`config.mk`:
```
export PLATFORM = sky130hd
export DESIGN_NAME = bc_fir_decim_flat
export DESIGN_NICKNAME = d
export VERILOG_FILES = /design/src/rtl/bc_fir_decim_pkg.sv /design/src/rtl/bc_fir_decim_if.sv /design/src/rtl/bc_fir_decim_mac.sv /design/src/rtl/bc_fir_decim.sv /design/src/flat_wrapper.sv
export SDC_FILE = /design/constraint.sdc
export NUM_CORES = 1
export LEC_CHECK = 0
export BUFFER_PORTS_ARGS = -buffer_cell sky130_fd_sc_hd__buf_4
export CORE_MARGIN = 4
export CORE_UTILIZATION = 65
export DETAILED_ROUTE_END_ITERATION = 10
export GPL_TIMING_DRIVEN = 0
export HOLD_SLACK_MARGIN = 0.08
export PLACE_DENSITY_LB_ADDON = 0.12
export REMOVE_ABC_BUFFERS = 1
export SETUP_SLACK_MARGIN = 0.02
export SLEW_MARGIN = 20
export SYNTH_ARGS = -nofsm -noshare
export SYNTH_HDL_FRONTEND = slang
export SYNTH_SLANG_ARGS = --single-unit
```
`constraint.sdc`:
```
create_clock -name clock -period 15.9 [get_ports clock]
set_clock_uncertainty 0.05 [all_clocks]
set_input_delay 0 -clock clock [delete_from_list [all_inputs] [get_ports clock]]
set_output_delay 0 -clock clock [all_outputs]
set_load 0.01 [all_outputs]
```
`src/rtl/bc_fir_decim_pkg.sv`:
```
// Shared types and arithmetic helpers for the decimating FIR.
// Holds the FSM encoding, the dec_sel codes and the round/saturate function.
package bc_fir_pkg;

    typedef enum logic [1:0] {IDLE, MAC, OUT} fsm_e;

    localparam logic [1:0] DEC_1 = 2'd0;
    localparam logic [1:0] DEC_2 = 2'd1;
    localparam logic [1:0] DEC_4 = 2'd2;
    localparam logic [1:0] DEC_8 = 2'd3;

    function automatic logic [3:0] dec_ratio(input logic [1:0] sel);
        return 4'd1 << sel;
    endfunction

    // Round half up, then clamp; 64-bit working width so no stage can wrap.
    function automatic logic signed [63:0] sat_round(input logic signed [63:0] acc,
                                                     input int frac, input int width);
        logic signed [63:0] r, hi, lo;
        r  = (acc + (64'sd1 <<< (frac - 1))) >>> frac;
        hi = (64'sd1 <<< (width - 1)) - 64'sd1;
        lo = -(64'sd1 <<< (width - 1));
        if (r > hi) return hi;
        if (r < lo) return lo;
        return r;
    endfunction

endpackage

```
`src/rtl/bc_fir_decim_if.sv`:
```
// Sample-in / sample-out stream pair of the decimating FIR.
// master = the side feeding samples and consuming results, slave = the filter.
interface bc_fir_decim_if #(parameter int DATA_W = 13) ();
    logic signed [DATA_W-1:0] in_data;
    logic                     in_valid;
    logic                     in_ready;
    logic signed [DATA_W-1:0] out_data;
    logic                     out_valid;
    logic                     out_ready;

    modport master (output in_data, in_valid, out_ready,
                    input  in_ready, out_data, out_valid);
    modport slave  (input  in_data, in_valid, out_ready,
                    output in_ready, out_data, out_valid);
endinterface

```
`src/rtl/bc_fir_decim_mac.sv`:
```
// Registered signed multiply-accumulate with combinational round/saturate output.
module bc_fir_mac
    import bc_fir_pkg::*;
#(
    parameter int DATA_W    = 13,
    parameter int COEF_W    = 13,
    parameter int COEF_FRAC = 11,
    parameter int ACC_W     = 31
) (
    input  logic                     clock,
    input  logic                     reset_n,
    input  logic                     clr,
    input  logic                     en,
    input  logic signed [DATA_W-1:0] d,
    input  logic signed [COEF_W-1:0] c,
    output logic signed [DATA_W-1:0] res
);
    localparam int PROD_W = DATA_W + COEF_W;

    logic signed [ACC_W-1:0]  r_acc;
    logic signed [PROD_W-1:0] w_prod;

    assign w_prod = PROD_W'(d) * PROD_W'(c);

    always_ff @(posedge clock or negedge reset_n) begin
        if (!reset_n)  r_acc <= '0;
        else if (clr)  r_acc <= '0;
        else if (en)   r_acc <= r_acc + ACC_W'(w_prod);
    end

    assign res = DATA_W'(sat_round(64'(r_acc), COEF_FRAC, DATA_W));
endmodule

```
`src/rtl/bc_fir_decim.sv`:
```
// Time-multiplexed FIR with runtime decimation: delay line, coefficient bank,
// decimation counter and IDLE/MAC/OUT sequencer around one shared MAC.
module bc_fir_decim
    import bc_fir_pkg::*;
#(
    parameter int DATA_W    = 13,
    parameter int COEF_W    = 13,
    parameter int COEF_FRAC = 11,
    parameter int TAPS      = 19
) (
    input  logic                      clock,
    input  logic                      reset_n,
    input  logic                      clr,
    input  logic [1:0]                dec_sel,
    bc_fir_decim_if.slave             bus,
    input  logic                      coef_we,
    input  logic [$clog2(TAPS)-1:0]   coef_addr,
    input  logic signed [COEF_W-1:0]  coef_data,
    output logic                      busy
);
    localparam int ADDR_W = $clog2(TAPS);
    localparam int ACC_W  = DATA_W + COEF_W + $clog2(TAPS);
    localparam logic signed [COEF_W-1:0] COEF_ONE = COEF_W'(1 << COEF_FRAC);
    localparam logic [ADDR_W-1:0] LAST = ADDR_W'(TAPS - 1);

    fsm_e                     r_state, w_nxt;
    logic signed [DATA_W-1:0] r_dl   [TAPS];
    logic signed [COEF_W-1:0] r_coef [TAPS];
    logic [2:0]               r_cnt;
    logic [1:0]               r_sel, w_sel;
    logic [ADDR_W-1:0]        r_idx;
    logic                     w_accept, w_trig;
    logic signed [DATA_W-1:0] w_res;

    // Ratio may only change on a frame boundary; the boundary accept itself uses the new value.
    assign w_sel    = (r_state == IDLE && r_cnt == 3'd0) ? dec_sel : r_sel;
    assign w_accept = bus.in_valid && bus.in_ready && !clr;
    assign w_trig   = w_accept && (r_cnt == 3'(dec_ratio(w_sel) - 4'd1));

    always_comb begin
        w_nxt = r_state;
        case (r_state)
            IDLE:    if (w_trig) w_nxt = MAC;
            MAC:     if (r_idx == LAST) w_nxt = OUT;
            OUT:     if (bus.out_ready) w_nxt = IDLE;
            default: w_nxt = IDLE;
        endcase
        if (clr) w_nxt = IDLE;
    end

    always_ff @(posedge clock or negedge reset_n) begin
        if (!reset_n) begin
            r_state <= IDLE;
            r_cnt   <= '0;
            r_sel   <= DEC_1;
            r_idx   <= '0;
        end else begin
            r_state <= w_nxt;
            r_sel   <= w_sel;
            r_idx   <= (r_state == MAC && r_idx != LAST && !clr) ? r_idx + ADDR_W'(1) : '0;
            if (clr)           r_cnt <= '0;
            else if (w_accept) r_cnt <= w_trig ? 3'd0 : r_cnt + 3'd1;
        end
    end

    always_ff @(posedge clock or negedge reset_n) begin
        if (!reset_n) begin
            for (int k = 0; k < TAPS; k++) r_dl[k] <= '0;
        end else if (clr) begin
            for (int k = 0; k < TAPS; k++) r_dl[k] <= '0;
        end else if (w_accept) begin
            r_dl[0] <= bus.in_data;
            for (int k = 1; k < TAPS; k++) r_dl[k] <= r_dl[k-1];
        end
    end

    // Bank only changes while IDLE so a running MAC pass never sees mixed coefficient sets.
    always_ff @(posedge clock or negedge reset_n) begin
        if (!reset_n) begin
            for (int k = 0; k < TAPS; k++) r_coef[k] <= (k == 0) ? COEF_ONE : '0;
        end else if (!clr && coef_we && r_state == IDLE && int'(coef_addr) < TAPS) begin
            r_coef[coef_addr] <= coef_data;
        end
    end

    bc_fir_mac #(
        .DATA_W    (DATA_W),
        .COEF_W    (COEF_W),
        .COEF_FRAC (COEF_FRAC),
        .ACC_W     (ACC_W)
    ) u_mac (
        .clock   (clock),
        .reset_n (reset_n),
        .clr     (clr || w_trig),
        .en      (r_state == MAC && !clr),
        .d       (r_dl[r_idx]),
        .c       (r_coef[r_idx]),
        .res     (w_res)
    );

    assign bus.in_ready  = (r_state == IDLE);
    assign bus.out_valid = (r_state == OUT);
    assign bus.out_data  = (r_state == OUT) ? w_res : '0;
    assign busy          = (r_state != IDLE);
endmodule

```
`src/flat_wrapper.sv`:
```
// flat-port wrapper written by rule: the top's interface ports become plain ports
module bc_fir_decim_flat import bc_fir_pkg::*;
#(
    parameter int DATA_W    = 13,
    parameter int COEF_W    = 13,
    parameter int COEF_FRAC = 11,
    parameter int TAPS      = 19
)
  (clock, reset_n, clr, dec_sel, coef_we, coef_addr, coef_data, busy, bus_in_data, bus_in_valid, bus_out_ready, bus_in_ready, bus_out_data, bus_out_valid);
  bc_fir_decim_if #(.DATA_W(DATA_W)) bus_i ();
  input  logic clock;
  input  logic reset_n;
  input  logic clr;
  input  logic [1:0] dec_sel;
  input  logic coef_we;
  input  logic [$clog2(TAPS)-1:0] coef_addr;
  input  logic signed [COEF_W-1:0] coef_data;
  output logic busy;
  input wire logic [$bits(bus_i.in_data)-1:0] bus_in_data;
  input wire logic [$bits(bus_i.in_valid)-1:0] bus_in_valid;
  input wire logic [$bits(bus_i.out_ready)-1:0] bus_out_ready;
  output wire logic [$bits(bus_i.in_ready)-1:0] bus_in_ready;
  output wire logic [$bits(bus_i.out_data)-1:0] bus_out_data;
  output wire logic [$bits(bus_i.out_valid)-1:0] bus_out_valid;
  assign bus_i.in_data = bus_in_data;
  assign bus_i.in_valid = bus_in_valid;
  assign bus_i.out_ready = bus_out_ready;
  assign bus_in_ready = bus_i.in_ready;
  assign bus_out_data = bus_i.out_data;
  assign bus_out_valid = bus_i.out_valid;
  bc_fir_decim #(.DATA_W(DATA_W), .COEF_W(COEF_W), .COEF_FRAC(COEF_FRAC), .TAPS(TAPS)) u_core (.clock(clock), .reset_n(reset_n), .clr(clr), .dec_sel(dec_sel), .bus(bus_i), .coef_we(coef_we), .coef_addr(coef_addr), .coef_data(coef_data), .busy(busy));
endmodule
```
==> results_tabular.tex <==
\begin{tabular}{lr}
\hline
Metric & Value \\
\hline
\multicolumn{2}{l}{\textbf{Worst setup path}} \\
\quad Maximum net fanout on the critical path & 20 \\
\quad Critical-path cell with the highest stage delay & clkinv\_1 \\
\quad Most frequent cell on the critical path & fa\_1 \\
\quad Critical Path Source Type & register \\
\quad Worst path required time & 16.32 ns \\
\quad Delay of the slowest cell on the worst path & 1.11 ns \\
\quad Startpoint-to-endpoint class of the critical path & register to register \\
\quad WP data arrival & 10.42 ns \\
\quad Nature of the critical path endpoint & register \\
\multicolumn{2}{l}{\textbf{Clocking}} \\
\quad Clock tree from TritonCTS & yes \\
\quad Root Buffer Master & clkbuf\_16 \\
\quad Clock Tree Buf Depth & 3 \\
\quad Total clock sinks & roughly 540 \\
\quad Number of buffers added by the clock tree synthesis step & 55 \\
\quad Clock slew seen by the registers of the worst setup and hold paths & approximately 0.06 ns \\
\quad Clock latency reported for the late side of the worst-skew pair & approximately 0.62 ns \\
\quad H-tree levels & 2 \\
\quad Post-CTS Repair Setup Buffers & 0 \\
\multicolumn{2}{l}{\textbf{Worst hold path}} \\
\quad Hold Path Class & input port to register \\
\multicolumn{2}{l}{\textbf{Global routing}} \\
\quad Overall overflow remaining after global route & 0 \\
\quad Pin count of the biggest net entering global routing & between 100 and 150 \\
\quad GR Layer Usage met3 & about 4.7\% \\
\quad Wire length of the first global-routing pass & around 120000 microns \\
\quad Met1 usage & $\sim$40\% \\
\quad Antenna violations before repair & 2 \\
\quad Met2 routing resource usage after global routing & 46.4\% \\
\quad Most utilized layer in the global route result & met2 \\
\quad Total Routing Usage GR & between 20 and 30\% \\
\quad Number of global-route vias before repair & $\sim$23k \\
\multicolumn{2}{l}{\textbf{Power and ir drop}} \\
\quad Max rail drop VDD & roughly 0.097 mV \\
\quad Reported leakage power & roughly 17 nW \\
\quad Power density over the cells & about 110 mW/mm\^{}2 \\
\multicolumn{2}{l}{\textbf{Timing}} \\
\quad Crit share post-route & a little over three fifths \\
\quad Count of endpoints failing hold in the final timing report & 0 \\
\quad Max Freq & about 0.10 GHz \\
\quad Time the worst path needs with I/O delays and setup & 10.0 ns \\
\quad Setup repair after global routing missed its margin & false \\
\quad Actual slew at the worst max-slew pin & roughly 1.1 ns \\
\quad Number of max-slew violations in the final report & 0 \\
\quad Worst hold slack & 0.109 ns \\
\quad Endpoints failing setup & 0 \\
\quad Worst slew margin relative to its limit & around a quarter \\
\quad Final setup slack of the worst path & a little under 6 ns \\
\multicolumn{2}{l}{\textbf{Yosys}} \\
\quad Mean Syn Cell Area & 12.3 sq um \\
\quad Synth Flop Type & dfrtp\_1 \\
\quad Post-synthesis cell area & 0.0328 sq mm \\
\quad Most common cell in the synthesized netlist & dfrtp\_1 \\
\quad Distinct cells, synth & 73 \\
\quad List of most frequent post-synthesis cells & dfrtp\_1, inv\_1, a22o\_1, mux2\_2, fa\_1 \\
\quad Number of flops mapped to enable cells by yosys & 0 \\
\quad FFs w/ async S/R, synth & 100\% \\
\quad Post-synthesis cell count & roughly 2.7k \\
\quad Leading area contributor after synthesis & dfrtp\_1 \\
\quad Count of warnings emitted by yosys & 0 \\
\quad Fraction of synthesized cell area taken by the top area cell type & about two fifths \\
\quad Area contributors post-synth & dfrtp\_1, fa\_1, mux2\_2 \\
\quad Synthesized flop and latch total & 537 \\
\quad Sequential fraction of the synthesis area & around two fifths \\
\multicolumn{2}{l}{\textbf{Layout}} \\
\quad Nets@finish & 3056 \\
\quad Area growth from synthesis to layout & 11.6\% \\
\quad Layout cells sized above 1 & around 22\% \\
\multicolumn{2}{l}{\textbf{Job}} \\
\quad Maxcap violations & 0 \\
\multicolumn{2}{l}{\textbf{Floorplan}} \\
\quad Row cnt & roughly 80 \\
\quad Placeable core region & around 0.050 sq mm \\
\quad DIE WIDTH & approximately 230 microns \\
\quad Overall die area & 0.0542 sq mm \\
\quad Number of placed I/O pins & 55 \\
\quad Die extent in y & 233 microns \\
\quad Initial standard-cell utilization of the core & between 60\% and 70\% \\
\multicolumn{2}{l}{\textbf{Drt}} \\
\quad Number of design-rule violations left by the first detailed-router iteration & roughly 1.4k \\
\quad Total routed wirelength & roughly 74000 microns \\
\quad Final routed wire length divided by cell count & 21.5 microns \\
\quad Via-per-instance ratio & roughly 6.2 \\
\quad Vias post-DR & 21.3k \\
\quad Count of nets left with antenna violations after detail routing & 0 \\
\quad Number of iterations in the first detailed-routing pass & 7 \\
\quad DRC violation count after routing & 0 \\
\multicolumn{2}{l}{\textbf{Place}} \\
\quad RD Place Congestion & about 0.9 \\
\quad IO Port Bufs & 54 \\
\quad Post-placement setup slack & 6.17 ns \\
\quad Half-perimeter wire length of the detailed placement result & a little under 50000 microns \\
\multicolumn{2}{l}{\textbf{Outcome}} \\
\quad Run status & finished clean \\
\hline
\end{tabular}
==> routing by layer <==
| layer | share of wire [%] | vias to the layer above | routed length, microns |
|---|---|---|---|
| li1 | - | 9341 | - |
| met1 | 43 | 11200 | 31500 |
| met2 | 49 | 608 | 36100 |
| met3 | 5.4 | 143 | 3980 |
| met4 | 2.8 | 0 | 2040 |
| met5 | 0 | - | 0 |
==> layout make-up <==
cell class / instances / area [sq um]
diodes: 1 / 2.50
clock buffers: 78 / 1630
clock inverters: 24 / 253
fillers: 3353 / 13400
inverters: 332 / 1250
multi-input cells: 1628 / 17400
flip-flops and latches: 537 / 13500
well taps: 672 / 841
repair buffers: 149 / 1840
==> cell usage in the layout (no fill, tap or decap), drive strengths merged, types with 4 or more instances in the layout <==
| master | count |
|---|---|
| and3 | 9 |
| or3 | 4 |
| inv | 332 |
| clkinvlp | 4 |
| nand2 | 139 |
| nor3 | 13 |
| fa | 220 |
| a32o | 4 |
| nor2 | 145 |
| dfrtp | 536 |
| and2b | 5 |
| o21a | 12 |
| mux4 | 117 |
| buf | 100 |
| a21oi | 37 |
| nand2b | 14 |
| dlygate4sd3 | 49 |
| o31ai | 4 |
| mux2 | 256 |
| nand4 | 8 |
| a22o | 259 |
| a22oi | 14 |
| xor2 | 17 |
| a21o | 7 |
| nand3 | 28 |
| o21ai | 78 |
| nor2b | 14 |
| or2 | 5 |
| mux2i | 43 |
| nor4 | 7 |
| a211oi | 7 |
| xnor2 | 30 |
| clkbuf | 78 |
| ha | 94 |
| clkinv | 17 |
| and2 | 6 |
==> cells by family (layout without fill, tap and decap cells) <==
kind of cell    Yosys count  count (layout)  synth area share [%]
flops                   537             537                  40.9
buf+inv                 512             583                  6.47
compound gates          441             441                  10.5
mux                     416             416                  18.2
simple gates            410             410                  5.64
fa+ha+maj               314             314                  17.0
xor+xnor                 47              47                  1.25
other cells               0               1                     0
==> final timing paths <==
kind                                     from                endpoint  slack (ns)  cells after the start
min in group asynchronous             reset_n        u_core.r_dl[185]        0.50                      4
max in group asynchronous             reset_n      u_core.r_coef[245]       13.93                      6
hold reg to reg            u_core.r_coef[214]      u_core.r_coef[214]        0.44                      1
setup / recovery              u_core.r_idx[4]  u_core.u_mac.r_acc[30]        5.90                     25
hold / removal                 bus_in_data[6]        u_core.r_dl[240]        0.11                      3
setup reg to reg              u_core.r_idx[4]  u_core.u_mac.r_acc[30]        5.90                     25
==> repair_timing <==
item | in CTS | in global routing
resized for setup | 0 | 0
endpoints found under the hold margin | 629 | 0
hold buffers | 50 | 0
==> through the flow <==
stage,TNS (ns),instances,total power (W),area (sq um),util (%)
detailed placement,0,3268,0.00279,34200,68.4
finish,0,3421,0.00410,36600,73.2
global placement,-28.64,3223,0.00269,33200,66.3
floorplan,0,2497,0.00241,32000,-
CTS,0,3420,0.00413,36600,73.2
global route,0,3421,0.00435,36600,73.2
==> worst max-delay path, delay by kind of cell, from the launching register on <==
family	cells	cell delay, ns
AOI/OAI and AO/OA	7	2.01
adders and majority gates	7	3.64
and+or+nand+nor	5	1.43
buffers and inverters	6	1.88
DFF	1	0.83
==> registers in the layout (all words and copies together) (netlist names) <==
register and count:
u_core.r_sel 2, u_core.r_state 2, u_core.r_coef 247, u_core.u_mac.r_acc 31
u_core.r_dl 247, u_core.r_idx 5, u_core.r_cnt 3
==> report_power, final <==
part           switching (W)  internal [W]
Clock               0.000556      0.000766
Combinational       0.000693      0.000522
Sequential         0.0000873       0.00148
No activity file was read; power rests on OpenSTA's default activity.
